$ cat src/rtl/fs304_pkg.sv
// fs304_pkg: shared state encoding, address constants and bank decode for the FS304 controller
package fs304_pkg;
  typedef enum logic [1:0] {IDLE, HIGH, QUAL} state_e;
  localparam logic [3:0] REG_BASE = 4'h5;
  localparam logic [2:0] RAM_WIN  = 3'h3;
  // The mode rows are wider than six bits; only A20..A15 (the low six bits) reach the pins.
  function automatic logic [5:0] fs304_bank(input logic [3:0] r0, input logic [3:0] r1,
                                            input logic [3:0] r2, input logic [3:0] r3);
    return r3[2] ? (r3[0] ? {r2[1:0], r0} : {r2[0], r0[3:1], 1'b0, r1[1]})
                 : (r3[0] ? {r2[1:0], r0[3:2], 2'b00} : {r2[1:0], r0[3:2], r1[1], 1'b0});
  endfunction
endpackage

$ cat src/rtl/fs304_m2_sync.sv
// fs304_m2_sync: brings raw m2 into the clk domain and flags its rising and falling edges
module fs304_m2_sync #(
  parameter int SYNC_STAGES = 2
) (
  input  logic clk,
  input  logic rst,
  input  logic m2_i,
  output logic m2s_o,
  output logic rise_o,
  output logic fall_o
);
  logic [SYNC_STAGES-1:0] sync_q;
  logic                   prev_q;
  // synchronizer chain plus one delayed copy for edge detection
  always_ff @(posedge clk or posedge rst) begin
    if (rst) begin
      sync_q <= '0;
      prev_q <= 1'b0;
    end else begin
      sync_q <= {sync_q[SYNC_STAGES-2:0], m2_i};
      prev_q <= sync_q[SYNC_STAGES-1];
    end
  end
  assign m2s_o  = sync_q[SYNC_STAGES-1];
  assign rise_o = m2s_o & ~prev_q;
  assign fall_o = ~m2s_o & prev_q;
endmodule

$ cat src/rtl/fs304_sync_ctrl.sv
// fs304_sync_ctrl: qualifies M2 bus cycles, commits $5xxx writes to bank registers, drives PRG/WRAM strobes
module fs304_sync_ctrl
  import fs304_pkg::*;
#(
  parameter int SYNC_STAGES = 2,
  parameter int MIN_HIGH    = 3,
  parameter int CNT_W       = 3
) (
  input  logic        clk,
  input  logic        rst,
  input  logic        m2_i,
  input  logic        cpu_rw_i,
  input  logic [7:0]  cpu_data_i,
  input  logic [15:0] cpu_addr_i,
  output logic [5:0]  prg_addr_o,
  output logic        prg_oe_o,
  output logic        ram_ce_o,
  output logic        ram_oe_o,
  output logic        ram_we_o,
  output logic        cyc_err_o
);
  state_e           state_q, state_d;
  logic [CNT_W-1:0] cnt_q, cnt_d;
  logic             m2s, rise, fall;
  logic             cap, commit, err_d;
  logic [3:0]       sh_hi_q, sh_data_q;
  logic [1:0]       sh_sel_q;
  logic             sh_rw_q;
  logic [3:0]       reg_q [4];
  logic             commit_q;
  logic [5:0]       prg_addr_q;
  logic             cyc_err_q;
  logic             ram_win;
  logic             unused_bits;

  fs304_m2_sync #(.SYNC_STAGES(SYNC_STAGES)) u_sync (
    .clk    (clk),
    .rst    (rst),
    .m2_i   (m2_i),
    .m2s_o  (m2s),
    .rise_o (rise),
    .fall_o (fall)
  );

  // FSM state and high-time counter
  always_ff @(posedge clk or posedge rst) begin
    if (rst) begin
      state_q <= IDLE;
      cnt_q   <= '0;
    end else begin
      state_q <= state_d;
      cnt_q   <= cnt_d;
    end
  end

  // next state: a cycle qualifies once synced m2 has been high MIN_HIGH clks
  always_comb begin
    state_d = state_q;
    cnt_d   = cnt_q;
    case (state_q)
      IDLE: if (rise) begin
        state_d = HIGH;
        cnt_d   = CNT_W'(1);
      end
      HIGH: if (fall) begin
        state_d = IDLE;
      end else if (m2s) begin
        cnt_d = (&cnt_q) ? cnt_q : cnt_q + 1'b1;
        if (cnt_q >= CNT_W'(MIN_HIGH - 1)) state_d = QUAL;
      end
      QUAL: if (fall) state_d = IDLE;
      default: state_d = IDLE;
    endcase
  end

  // FSM outputs: capture also on the entry clk so a minimum-length cycle still has a shadow
  always_comb begin
    cap    = state_d == QUAL;
    commit = state_q == QUAL && fall && !sh_rw_q && sh_hi_q == REG_BASE;
    err_d  = state_q == HIGH && fall;
  end

  // shadow capture, register file commit and the registered bank output
  always_ff @(posedge clk or posedge rst) begin
    if (rst) begin
      sh_hi_q    <= '0;
      sh_data_q  <= '0;
      sh_sel_q   <= '0;
      sh_rw_q    <= 1'b1;
      reg_q      <= '{default: 4'h0};
      commit_q   <= 1'b0;
      prg_addr_q <= 6'h00;
      cyc_err_q  <= 1'b0;
    end else begin
      if (cap) begin
        sh_hi_q   <= cpu_addr_i[15:12];
        sh_sel_q  <= cpu_addr_i[9:8];
        sh_data_q <= cpu_data_i[3:0];
        sh_rw_q   <= cpu_rw_i;
      end
      if (commit) reg_q[sh_sel_q] <= sh_data_q;
      commit_q  <= commit;
      cyc_err_q <= err_d;
      if (commit_q) prg_addr_q <= fs304_bank(reg_q[0], reg_q[1], reg_q[2], reg_q[3]);
    end
  end

  // chip strobes follow raw m2 so their timing never depends on clk
  always_comb begin
    ram_win  = cpu_addr_i[15:13] == RAM_WIN;
    prg_oe_o = ~(m2_i & cpu_rw_i & cpu_addr_i[15]);
    ram_ce_o = ~(m2_i & ram_win);
    ram_oe_o = ~(m2_i & ram_win & cpu_rw_i);
    ram_we_o = ~(m2_i & ram_win & ~cpu_rw_i);
  end

  assign prg_addr_o  = prg_addr_q;
  assign cyc_err_o   = cyc_err_q;
  assign unused_bits = ^{cpu_data_i[7:4], cpu_addr_i[11:10], cpu_addr_i[7:0]};
endmodule

$ cat config.mk
export PLATFORM = sky130hd
export DESIGN_NAME = fs304_sync_ctrl
export DESIGN_NICKNAME = d
export VERILOG_FILES = /design/src/rtl/fs304_pkg.sv /design/src/rtl/fs304_m2_sync.sv /design/src/rtl/fs304_sync_ctrl.sv
export SDC_FILE = /design/constraint.sdc
export NUM_CORES = 1
export LEC_CHECK = 0
export BUFFER_PORTS_ARGS = -buffer_cell sky130_fd_sc_hd__buf_2
export CAP_MARGIN = 20
export CELL_PAD_IN_SITES_DETAIL_PLACEMENT = 0
export CELL_PAD_IN_SITES_GLOBAL_PLACEMENT = 1
export CORE_MARGIN = 1.5
export CORE_UTILIZATION = 38
export CTS_CLUSTER_DIAMETER = 120
export DETAILED_ROUTE_END_ITERATION = 6
export GPL_TIMING_DRIVEN = 1
export PLACE_DENSITY_LB_ADDON = 0.1
export RECOVER_POWER = 50
export SYNTH_ARGS = -nofsm -noshare
export SYNTH_HDL_FRONTEND = slang
export SYNTH_SLANG_ARGS = --single-unit
$ cat constraint.sdc
create_clock -name clk -period 1.5 [get_ports clk]
set_input_delay 0.375 -clock clk [delete_from_list [all_inputs] [get_ports clk]]
set_output_delay 0.375 -clock clk [all_outputs]
set_load 0.02 [all_outputs]
==> flow_summary.ini <==
[setup_path]
cp-start-kind = flip-flop
critPathArrivalTime_ns = 1.69
cp_max_fo = 12
required_ns = 1.67
crit_path_end_kind = flip-flop
worstSetupPathType = flip-flop to flip-flop

[floorplan]
core_area_um2 = 4120
die_area_um2 = 4810
die_y_um = 69.3
die_w_um = 69.3
start_util_pct = 40.6
io_pins = 39
row_count = 23

[timing]
setup_viol_count_final = 8
fmaxAchievable_ghz = 0.659
worst_pin_slew_ns = 0.857
setup_tns_ns = -0.102
fin_worst_skew_ns = 0.00333
finalCritPeriodShare_pct = 101
rsz0062_at_grt = yes
fin_ws_ns = -0.0174
slew_headroom_pct = 42.9
min_period_ns = 1.52
slew_violations = 0
hold_violations = 0

[cts]
path_clk_slew_ns = 0.07
cts-htree-levels = 2
cts_inserted_buffers = 5
tritoncts = yes
cts_hold_buf = 0
ctsRootBufferMaster = clkbuf_8
clockBufferDepth = 2
cts.sinks = 36
clock_latency_ns = 0.29

[power_and_ir_drop]
sw_frac_of_total_pct = 29.2
pwr-share-seq_pct = 41.7
peakVddDrop_v = 0.000741
p_per_area_nw_per_um2 = 1690
power_leakage_nw = 1.06
pwr-share-clk_pct = 23.8
switchingPower_mw = 1.03
power.share.combinational_pct = 34.5
p_int_mw = 2.50

[logic_synthesis]
syn_inst = 124
ys_seq_area_share_pct = 54.0
ys_ff_latch = 36
synth_cell_types = 39
syn_nets = 155
syn_avg_cell_area_um2 = 13.5
yosys_warnings = 0
netlist_area_um2 = 1670

[layout]
num_antenna_cells = 0
area_growth_pct = 25.0
final_area_um2 = 2090
drive_above_1_share_pct = 45.0
fillCellCount = 381
final_cells = 219
nets = 199

[drt]
detail-route-antenna-nets = 0
dr.pass1.iters = 4
viasPerCell = 4.81
drt_iter0_drc = 23
drc = 0
num_vias = 1053
wl_per_cell_um = 12.8
wl_um = 2800

[status]
outcome = finished with violations
violations = negative setup slack

[global_route]
grt_first_pass_wirelength_um = 4940
antenna_found_initial = 0
grt_max_degree = 37
globalRouteTotalUtil_pct = 13.0
first_global_vias = 1017
grt_overflow = 0

[placed_design]
io_buffers = 24
place_congestion = 0.715
post-dp-hpwl_um = 2030
dp.cells = 208
dpl_cell_area_um2 = 1930
post-place-ws_ns = -0.187

[run]
timing.max_cap.violations = 0

[worst_hold_path]
holdCritPathClass = input pin to flip-flop
## state kept, by name, summed over array words and instances, names as in the netlist
| signal | flops |
|---|---|
| cnt_q | 3 |
| reg_q | 9 |
| u_sync.prev_q | 1 |
| sh_rw_q | 1 |
| sh_sel_q | 2 |
| sh_data_q | 4 |
| state_q | 2 |
| u_sync.sync_q | 2 |
| prg_addr_o | 6 |
| commit_q | 1 |
| sh_hi_q | 4 |
| cyc_err_o | 1 |
## kinds of logic after synthesis
logic type	share of synthesized area [%]
buffers and inverters	3.44
AOI/OAI and AO/OA	5.61
adders and majority gates	2.25
and+or+nand+nor	16.7
DFF	54.0
muxes	18.0
## repair_timing
item | CTS | global route
buffers inserted | 2 | 1
setup endpoints to repair | 11 | 23
gates cloned | 0 | 0
pin swaps | 1 | 3
gates resized for setup | 3 | 4
## layout by cell type, fill, tap and decap left out, drive strengths merged
master    instances
a21oi             3
a31oi             5
and3              1
and4              1
and4bb            2
buf              38
bufinv            1
clkbuf            7
clkinv            1
clkinvlp          1
dfrtp            35
dfstp             1
ha                3
inv               6
mux2             22
mux2i             2
nand2            11
nand2b            1
nand3             1
nand3b            1
nand4             2
nand4b            3
nor2              8
nor2b             2
nor3              3
nor3b             1
nor4b             1
o2111ai           1
o21ai             1
o22ai             1
o32ai             1
or2               1
or2b              1
## layout make-up
| cell class | instances | area [um^2] | share of cell area [%] |
|---|---|---|---|
| clock buffer | 5 | 68.8 | 3.29 |
| multi-input combinational | 79 | 729 | 34.9 |
| inverter | 6 | 22.5 | 1.08 |
| timing repair buffer | 40 | 262 | 12.5 |
| sequential | 36 | 902 | 43.2 |
| tap | 50 | 62.6 | 2.99 |
| clock inverter | 3 | 42.5 | 2.04 |
## routing by layer
| layer | up-vias | share of wire (%) | global-route usage (%) |
|---|---|---|---|
| met4 | 0 | 1.7 | 5.23 |
| met1 | 488 | 49 | 17.7 |
| met2 | 25 | 44 | 18.9 |
| met3 | 6 | 5.8 | 4.65 |
| met5 | - | 0 | 0 |
| li1 | 534 | - | - |
## cell usage after synthesis, drive strengths merged
master	instances	area (um^2)
dfrtp	35	876
mux2	22	282
nand2	11	41.3
nor2	8	30.0
inv	6	22.5
a31oi	5	31.3
a21oi	3	15.0
ha	3	37.5
nand4b	3	47.5
nor3	3	20.0
and4bb	2	28.8
buf	2	31.3
mux2i	2	20.0
nand4	2	18.8
nor2b	2	20.0
and3	1	7.51
and4	1	10.0
clkbuf	1	3.75
dfstp	1	26.3
nand2b	1	6.26
nand3	1	5.00
nand3b	1	7.51
nor3b	1	7.51
nor4b	1	15.0
o2111ai	1	8.76
o21ai	1	5.00
o22ai	1	6.26
o32ai	1	27.5
or2	1	6.26
or2b	1	7.51
## per-stage QoR
step / total power [mW] / hold slack, ns / utilization, %
floorplan: 2.31 / 0.331 / -
detailed placement: 2.62 / 0.339 / 46.9
global placement: 2.58 / 0.336 / 46.9
global route: 3.78 / 0.214 / 50.8
CTS: 3.58 / 0.130 / 50.5
finish: 3.54 / 0.228 / 50.8
## power by group through the flow
stage | Combinational, mW | Sequential, mW | Clock (mW)
finish | 1.22 | 1.48 | 0.841
global route | 1.33 | 1.53 | 0.925
CTS | 1.22 | 1.49 | 0.865
detailed placement | 1.12 | 1.50 | 0
global placement | 1.10 | 1.48 | 0
floorplan | 0.862 | 1.45 | 0
## worst max-delay path, stage by stage, from the launching register on
cell	delay [ns]
dfrtp_1	0.42
ha_2	0.20
nor3_4	0.19
o32ai_4	0.14
buf_12	0.17
mux2_4	0.29
## path summary, 6_finish.rpt
check / from / to / slack [ns] / cells past startpoint
max in group asynchronous: rst / u_sync.sync_q[0]$_DFF_PP0_ / 0.63 / 3
min in group asynchronous: rst / prg_addr_o[0]$_DFFE_PP0P_ / 0.33 / 3
hold / removal: m2_i / u_sync.sync_q[0]$_DFF_PP0_ / 0.23 / 1
hold reg to reg: u_sync.sync_q[0]$_DFF_PP0_ / u_sync.sync_q[1]$_DFF_PP0_ / 0.35 / 0
setup / recovery: cnt_q[1]$_DFFE_PP0P_ / sh_hi_q[0]$_DFFE_PP0N_ / -0.02 / 5
setup reg to reg: cnt_q[1]$_DFFE_PP0P_ / sh_hi_q[0]$_DFFE_PP0N_ / -0.02 / 5
Power figures use the tool's default switching activity.
